### src/rtl/pipe_perf_monitor_if.sv
// Signal bundle between the pipeline shadow monitor and its driver: fetch/hazard
// inputs, counter read port and retire record.
interface pipe_perf_monitor_if #(
   parameter int CNT_W = 32
);
   logic [31:0]      instr_f;
   logic [31:0]      pc_f;
   logic             stall_f;
   logic             stall_d;
   logic             flush_d;
   logic             flush_e;
   logic [1:0]       forward_ae;
   logic [1:0]       forward_be;
   logic             clr;
   logic [2:0]       rd_sel;
   logic [CNT_W-1:0] rd_data;
   logic             retire_valid;
   logic [31:0]      retire_pc;
   logic [31:0]      retire_instr;
   logic             limit_hit;

   modport master (
      output instr_f, pc_f, stall_f, stall_d, flush_d, flush_e,
             forward_ae, forward_be, clr, rd_sel,
      input  rd_data, retire_valid, retire_pc, retire_instr, limit_hit
   );

   modport slave (
      input  instr_f, pc_f, stall_f, stall_d, flush_d, flush_e,
             forward_ae, forward_be, clr, rd_sel,
      output rd_data, retire_valid, retire_pc, retire_instr, limit_hit
   );
endinterface

### src/rtl/pipe_perf_monitor.sv
// Shadow of the 5-stage pipeline (F->D->E->M->W) producing a retire record and
// saturating event counters with a sticky cycle-limit flag.
module pipe_perf_monitor #(
   parameter int CNT_W      = 32,
   parameter int MAX_CYCLES = 50
) (
   input logic               clk,
   input logic               reset,
   pipe_perf_monitor_if.slave bus
);

   typedef struct packed {
      logic        valid;
      logic [31:0] pc;
      logic [31:0] instr;
   } stage_t;

   localparam stage_t      BUBBLE   = '0;
   localparam logic [63:0] LIMIT_M1 = 64'(MAX_CYCLES) - 64'd1;

   stage_t           d_q, e_q, m_q, w_q;
   logic [CNT_W-1:0] cnt [8];
   logic [CNT_W-1:0] rd_q;
   logic             limit_q;
   logic [7:0]       ev;
   logic             e_live;
   logic             w_live;
   logic             limit_edge;

   function automatic logic is_live(stage_t s);
      return s.valid && (s.instr != 32'h0);
   endfunction

   // D priority: flush beats stall; E takes a bubble on flush even while D holds.
   always_ff @(posedge clk) begin
      if (!reset) begin
         d_q <= BUBBLE;
         e_q <= BUBBLE;
         m_q <= BUBBLE;
         w_q <= BUBBLE;
      end else begin
         if (bus.flush_d)
            d_q <= BUBBLE;
         else if (!bus.stall_d)
            d_q <= '{valid: 1'b1, pc: bus.pc_f, instr: bus.instr_f};
         e_q <= bus.flush_e ? BUBBLE : d_q;
         m_q <= e_q;
         w_q <= m_q;
      end
   end

   always_comb begin
      e_live = is_live(e_q);
      w_live = is_live(w_q);
      ev     = '0;
      ev[0]  = 1'b1;
      ev[1]  = w_live;
      ev[2]  = bus.stall_d;
      ev[3]  = bus.stall_f;
      ev[4]  = bus.flush_d;
      ev[5]  = bus.flush_e;
      ev[6]  = (bus.forward_ae != 2'b00) && e_live;
      ev[7]  = (bus.forward_be != 2'b00) && e_live;
   end

   always_ff @(posedge clk) begin
      for (int i = 0; i < 8; i++) begin
         if (!reset || bus.clr)
            cnt[i] <= '0;
         else if (ev[i] && (cnt[i] != '1))
            cnt[i] <= cnt[i] + CNT_W'(1);
      end
   end

   // Compare in a wide domain so a narrow counter can never alias MAX_CYCLES.
   assign limit_edge = (MAX_CYCLES != 0) && (64'(cnt[0]) == LIMIT_M1) && (cnt[0] != '1);

   always_ff @(posedge clk) begin
      if (!reset) begin
         rd_q    <= '0;
         limit_q <= 1'b0;
      end else begin
         rd_q <= cnt[bus.rd_sel];
         if (bus.clr)
            limit_q <= 1'b0;
         else if (limit_edge)
            limit_q <= 1'b1;
      end
   end

   assign bus.rd_data      = rd_q;
   assign bus.limit_hit    = limit_q;
   assign bus.retire_valid = w_live;
   assign bus.retire_pc    = w_q.pc;
   assign bus.retire_instr = w_q.instr;

endmodule

### src/flat_wrapper.sv
// flat-port wrapper written by rule: the top's interface ports become plain ports
module pipe_perf_monitor_flat 
#(
   parameter int CNT_W      = 32,
   parameter int MAX_CYCLES = 50
)
  (clk, reset, bus_instr_f, bus_pc_f, bus_stall_f, bus_stall_d, bus_flush_d, bus_flush_e, bus_forward_ae, bus_forward_be, bus_clr, bus_rd_sel, bus_rd_data, bus_retire_valid, bus_retire_pc, bus_retire_instr, bus_limit_hit);
  pipe_perf_monitor_if #(.CNT_W(CNT_W)) bus_i ();
  input logic clk;
  input logic reset;
  input wire logic [$bits(bus_i.instr_f)-1:0] bus_instr_f;
  input wire logic [$bits(bus_i.pc_f)-1:0] bus_pc_f;
  input wire logic [$bits(bus_i.stall_f)-1:0] bus_stall_f;
  input wire logic [$bits(bus_i.stall_d)-1:0] bus_stall_d;
  input wire logic [$bits(bus_i.flush_d)-1:0] bus_flush_d;
  input wire logic [$bits(bus_i.flush_e)-1:0] bus_flush_e;
  input wire logic [$bits(bus_i.forward_ae)-1:0] bus_forward_ae;
  input wire logic [$bits(bus_i.forward_be)-1:0] bus_forward_be;
  input wire logic [$bits(bus_i.clr)-1:0] bus_clr;
  input wire logic [$bits(bus_i.rd_sel)-1:0] bus_rd_sel;
  output wire logic [$bits(bus_i.rd_data)-1:0] bus_rd_data;
  output wire logic [$bits(bus_i.retire_valid)-1:0] bus_retire_valid;
  output wire logic [$bits(bus_i.retire_pc)-1:0] bus_retire_pc;
  output wire logic [$bits(bus_i.retire_instr)-1:0] bus_retire_instr;
  output wire logic [$bits(bus_i.limit_hit)-1:0] bus_limit_hit;
  assign bus_i.instr_f = bus_instr_f;
  assign bus_i.pc_f = bus_pc_f;
  assign bus_i.stall_f = bus_stall_f;
  assign bus_i.stall_d = bus_stall_d;
  assign bus_i.flush_d = bus_flush_d;
  assign bus_i.flush_e = bus_flush_e;
  assign bus_i.forward_ae = bus_forward_ae;
  assign bus_i.forward_be = bus_forward_be;
  assign bus_i.clr = bus_clr;
  assign bus_i.rd_sel = bus_rd_sel;
  assign bus_rd_data = bus_i.rd_data;
  assign bus_retire_valid = bus_i.retire_valid;
  assign bus_retire_pc = bus_i.retire_pc;
  assign bus_retire_instr = bus_i.retire_instr;
  assign bus_limit_hit = bus_i.limit_hit;
  pipe_perf_monitor #(.CNT_W(CNT_W), .MAX_CYCLES(MAX_CYCLES)) u_core (.clk(clk), .reset(reset), .bus(bus_i));
endmodule
### config.mk
export PLATFORM = sky130hd
export DESIGN_NAME = pipe_perf_monitor_flat
export DESIGN_NICKNAME = d
export VERILOG_FILES = /design/src/rtl/pipe_perf_monitor_if.sv /design/src/rtl/pipe_perf_monitor.sv /design/src/flat_wrapper.sv
export SDC_FILE = /design/constraint.sdc
export NUM_CORES = 1
export LEC_CHECK = 0
export CORE_UTILIZATION = 65
export DETAILED_ROUTE_END_ITERATION = 10
export DONT_BUFFER_PORTS = 1
export GPL_TIMING_DRIVEN = 0
export PLACE_DENSITY = 0.87
export REMOVE_ABC_BUFFERS = 1
export SLEW_MARGIN = 20
export SYNTH_ARGS = -nofsm -noshare
export SYNTH_HDL_FRONTEND = slang
export SYNTH_SLANG_ARGS = --single-unit
### constraint.sdc
create_clock -name clk -period 11.8 [get_ports clk]
set_input_delay 1.18 -clock clk [delete_from_list [all_inputs] [get_ports clk]]
set_output_delay 1.18 -clock clk [all_outputs]
set_load 0.02 [all_outputs]
# After elaboration in Yosys (flattened, before gate mapping)
# Memory sizes are Yosys's and may differ from the RTL's. A register that Yosys moved wholly into a read port is not among the register bits.
# Cells that the tools add are included.
[totals] n_memories=1 ram_bits=256 word_cells=96 out_inout_bits=98 regBits=261 input_bits=78
[op_classes] n_mux=34 addsub=8 n_eq_ne=9 n_bitwise=9 n_reduce_logical=22
[mem_list] name="u_core.cnt" depth=8 width=32 read_ports=9 rd_ports_with_merged_regs=1 write_ports=8 line="pipe_perf_monitor.sv:22" source="logic [CNT_W-1:0] cnt [8];"
[ops] cell="adder 32 x 1 -> 32 bit, second input constant" n=8
[ops] cell="two-way mux 32 bit" n=8
[ops] cell="!= test 32 bit, second input constant" n=8
[ops] cell="nonzero test 32 bit" n=2
[ops] cell="== test 32 x 6 -> 1 bit, second input constant" n=1
[ops] cell="two-way mux 1 bit" n=26
[ops] cell="logical AND 1 bit" n=12
[ops] cell="bitwise OR 1 bit" n=8
[ops] cell="OR reduction 2 bit" n=3
[ops] cell="nonzero test 2 bit" n=2
[ops] cell="zero test 1 bit" n=2
[ops] cell="logical OR 1 bit" n=1
[ops] cell="NOT 1 bit" n=1

# Longest topological paths before layout
[depth] depth_word=8 ltp_mapped=9 mapped_depth_nobuf=6

# Worst setup path after synthesis
# No wires, ideal clock.
[synth_timing] path_type="input to register" from="in bus_forward_ae[1]" to="mem u_core.cnt[6][0] (enable)" setup_ns=0.470 stages=2 path_slack_ns=7.661 required_ns=11.330 n_path_buf=0 t_arrival_ns=3.670 path_cell_list="nor2_1 o31ai_1"
[synth_rtl] element="from (decl)" line="flat_wrapper.sv:17" source="input wire logic [$bits(bus_i.forward_ae)-1:0] bus_forward_ae;"
[synth_rtl] element="to (decl)" line="pipe_perf_monitor.sv:22"

# Worst setup path after layout
[layout_timing] from="reg u_core.w_q (netlist bit u_core.bus.retire_instr[5])" to="out bus_retire_valid"
[layout_via] elab_chain_cells=2
[layout_rtl] element="from (decl)" line="pipe_perf_monitor.sv:21" source="stage_t d_q, e_q, m_q, w_q;"
[layout_rtl] element="from (signal assigned)" line="pipe_perf_monitor.sv:48" source="w_q <= m_q;"
[layout_rtl] element="nonzero test 32 bit" line="pipe_perf_monitor.sv:31" source="return s.valid && (s.instr != 32'h0);"
[layout_rtl] element="logical AND 1 bit" line="pipe_perf_monitor.sv:31"
[layout_rtl] element="to (decl)" line="flat_wrapper.sv:22" source="output wire logic [$bits(bus_i.retire_valid)-1:0] bus_retire_valid;"
# No other way between the ends.

==> impl_metrics.csv <==
group,metric,value,unit
floorplan,initial_core_util,66.1,%
floorplan,io_pins,176,
critical_path,crit_arrival,2.04,ns
timing,grt_setup_unrepaired,"no",
floorplan,die-area,39100,um2
outcome,status,"complete, no violations",
yosys,synth-edff-count,256,
cts,clock_path_buffers,3,
placed_design,place_hpwl,36.7,mm
timing,period_share,27.3,%
critical_path,startpoint_type,"register",
timing,drv_slew,0,
yosys,synthCells,2189,
power,p_comb_share,3.6,%
yosys,synth_seq_cells,549,
finish,final_util,70.5,%
power,power_leakage,9.76,nW
power,switching_share,22.1,%
timing,min_period,3.22,ns
finish,nFillCells,2540,
timing,relSlewSlack,18.8,%
worst_hold_path,hp-class,"reg -> reg",
floorplan,core_area,37700,um2
cts,cts_tree,"done",
timing,fin_tns_setup,0,ns
timing,fin_skew,0.00997,ns
cts,cts-resized-gates,0,
floorplan,fp.dieW,198,um
placed_design,port_buffers,0,
yosys,synth_top_flop_cell,"dfxtp_1",
worst_hold_path,min_to,"u_core.m_q[58]$_SDFF_PN0_",
routing,drtPass1Iterations,6,
power,seqPwrFrac,53.1,%
routing,vias,16400,
yosys,syn-cell-area,24900,um2
routing,vias_per_cell,6.22,
critical_path,cp-end-kind,"output pin",
critical_path,path_class,"reg -> out",
yosys,yosys_warnings,0,
finish,syn2layout_area_growth,6.53,%
power,p_sw,0.876,mW
cts,postCtsHoldBufs,0,
finish,multi_input_area,10400,um2
power,peakVddDrop,0.000158,V
routing,wl_per_cell,20.9,um
timing,finalHoldViolCount,0,
global_route,grt_pass1_vias,16100,
power,p_int,3.09,mW
critical_path,r2r_end,"u_core.cnt[5][5]$_SDFFCE_PN0P_",
global_route,grt_usage,28.3,%
global_route,grt_max_degree,167,
placed_design,place_inst,2540,
worst_hold_path,hp-start,"u_core.e_q[58]$_SDFF_PP0_",
timing,max_freq,0.310,GHz
worst_hold_path,hold_depth,1,
placed_design,gp_congestion,0.841,
routing,drc,0,
yosys,synth_area_per_cell,11.4,um2
finish,register_area,13600,um2
floorplan,num_rows,71,
routing,postRouteAntennaNets,0,
power,p_clk_share,43.3,%
cts,post_cts_buffers,0,
finish,drive_above_1_share,10.7,%
global_route,overflow,0,
cts,clock_latency,0.61,ns
global_route,antenna_found_initial,1,
global_route,grt_pass1_wl,86.5,mm
floorplan,die_h,198,um
timing,tightest_slew,1.21,ns
cts,cts_root_buffer,"clkbuf_16",
critical_path,regToRegStartpoint,"u_core.cnt[5][8]$_SDFFCE_PN0P_",
yosys,yosys.cell_types.count,57,
cts,numClockSinks,549,
critical_path,r2r_slack,8.66,ns
finish,nets,2171,
power,power.total,3.96,mW
timing,setup_viol,0,
finish,insertedDiodeCount,0,
critical_path,cp_max_fo,3,
routing,routed_wl,55.0,mm
power,powerDensity,149,nW/um2
routing,first_iter_violations,1571,
critical_path,r2r_cells,5,
critical_path,critPathRequiredTime,10.62,ns
finish,instances_no_fill,2636,
cts,htree_levels,2,
yosys,ys_seq_area_share,54.4,%
job,cap_violations,0,
cts,cts_buffers,53,
yosys,async_flop_share,0,%
cts,cts.clk_slew.worst_paths,0.06,ns
==> state kept, by name, indices dropped and copies added (netlist names), 32 cells and up <==
| signal | flops |
|---|---|
| u_core.cnt | 256 |
| u_core.d_q | 65 |
| u_core.e_q | 65 |
| u_core.m_q | 65 |
| u_core.bus.rd_data | 32 |
| u_core.bus.retire_instr | 32 |
| u_core.bus.retire_pc | 32 |
==> metrics by stage <==
stage / cell area, um2 / worst slack (ns) / hold slack [ns]
3_3_place_gp: 24500 / 6.50 / 0.412
3_5_place_dp: 24700 / 8.30 / 0.417
2_1_floorplan: 23900 / 7.66 / 0.412
4_1_cts: 26500 / 8.45 / 0.431
5_1_grt: 26500 / 8.47 / 0.436
6_report: 26500 / 8.58 / 0.430
==> critical path, cell delays in order, from the launching register on <==
cell and delay (ns):
dfxtp_1 0.38, nor4_1 0.45, nand4_1 0.21, o21a_1 0.39
==> placed cells by master (no fill, tap or decap), types with 5 or more instances in the layout <==
cell       netlist  routed
clkbuf_8         1       6
mux2i_1         96      96
o21ai_0         12      12
nor4_1          30      28
nand4_1         78      78
clkinv_2         0      15
nor3_1          13      11
nor2_1         321     321
nor2_2          14      14
dfxtp_1        293     293
nor3_2           5       7
and3_1          54      54
and2_1         200     200
nor2b_1         34      32
inv_1           15      15
mux4_2          63      63
xor2_1         171     171
buf_6           11       5
and4_1          32      32
clkbuf_16        0      56
nor2_4           8       8
xnor2_1         60      60
ha_1             9       9
edfxtp_1       256     256
nand4b_1         5       5
nand2_1         84      79
a21oi_1          9       9
nor4_4           3       5
nand3_1        108     106
clkbuf_1        54      10
nand2_2          0       5
or3_1           10       7
==> power groups by stage <==
stage | clock [mW] | sequential, mW | combinational, mW
after floorplan | 0 | 2.12 | 0.107
after global placement | 0 | 2.14 | 0.130
after detailed placement | 0 | 2.14 | 0.139
after CTS | 1.73 | 2.10 | 0.142
after global routing | 1.80 | 2.11 | 0.153
final | 1.71 | 2.11 | 0.142
==> cell usage after synthesis, types with 11 or more instances <==
library cell / instances / area (um2)
and3_1: 54 / 338
and2_1: 200 / 1250
nor3_1: 13 / 65.1
clkbuf_1: 54 / 203
buf_4: 64 / 480
and4_1: 32 / 280
buf_6: 11 / 124
inv_1: 15 / 56.3
nor2b_1: 34 / 213
dfxtp_1: 293 / 5870
nand2_1: 84 / 315
nand3_1: 108 / 541
o21ai_0: 12 / 60.1
nor2_1: 321 / 1200
buf_2: 30 / 150
nor2_2: 14 / 87.6
mux2i_1: 96 / 961
nor4_1: 30 / 188
xor2_1: 171 / 1500
mux4_2: 63 / 1420
edfxtp_1: 256 / 7690
xnor2_1: 60 / 526
nand4_1: 78 / 488
==> final cells by class <==
| cell class | instances | area share (%) |
|---|---|---|
| tap | 511 | 2.41 |
| sequential | 549 | 51.1 |
| multi-input combinational | 1456 | 39.2 |
| clock inverter | 24 | 0.952 |
| inverter | 15 | 0.212 |
| timing repair buffer | 9 | 0.429 |
| clock buffer | 72 | 5.73 |
==> worst max-delay path by stage <==
stage | from | endpoint | slack, ns | cells past startpoint
after global routing | u_core.cnt[5][8]$_SDFFCE_PN0P_ | u_core.cnt[5][13]$_SDFFCE_PN0P_ | 8.47 | 5
after detailed placement | reset | u_core.cnt[4][20]$_SDFFCE_PN0P_ | 8.30 | 3
after floorplan | bus_forward_ae[1] | u_core.cnt[6][0]$_SDFFCE_PN0P_ | 7.66 | 2
after global placement | u_core.cnt[7][0]$_SDFFCE_PN0P_ | u_core.cnt[7][2]$_SDFFCE_PN0P_ | 6.50 | 5
after CTS | u_core.bus.retire_instr[5]$_SDFF_PN0_ | bus_retire_valid | 8.45 | 3
final | u_core.bus.retire_instr[5]$_SDFF_PN0_ | bus_retire_valid | 8.58 | 3
==> cells by family (layout without fill, tap and decap cells) <==
family / count (synthesis) / after routing / share of synthesized area, %
xor gates and xnor gates: 231 / 231 / 8.12
DFF: 549 / 549 / 54.4
AOI/OAI and AO/OA: 33 / 33 / 0.824
muxes: 160 / 160 / 9.66
buffers and inverters: 184 / 120 / 4.39
and+or+nand+nor: 1023 / 1023 / 22.2
adders and majority gates: 9 / 9 / 0.452
==> layer usage <==
metal	track usage, %	vias to the layer above	wire (um)
met5	0	-	7
met4	12.2	2	2180
met3	7.92	152	5570
li1	-	7381	-
met2	45.7	878	26400
met1	35.6	7993	20800
Note: power is estimated with default switching activity, not from simulation.
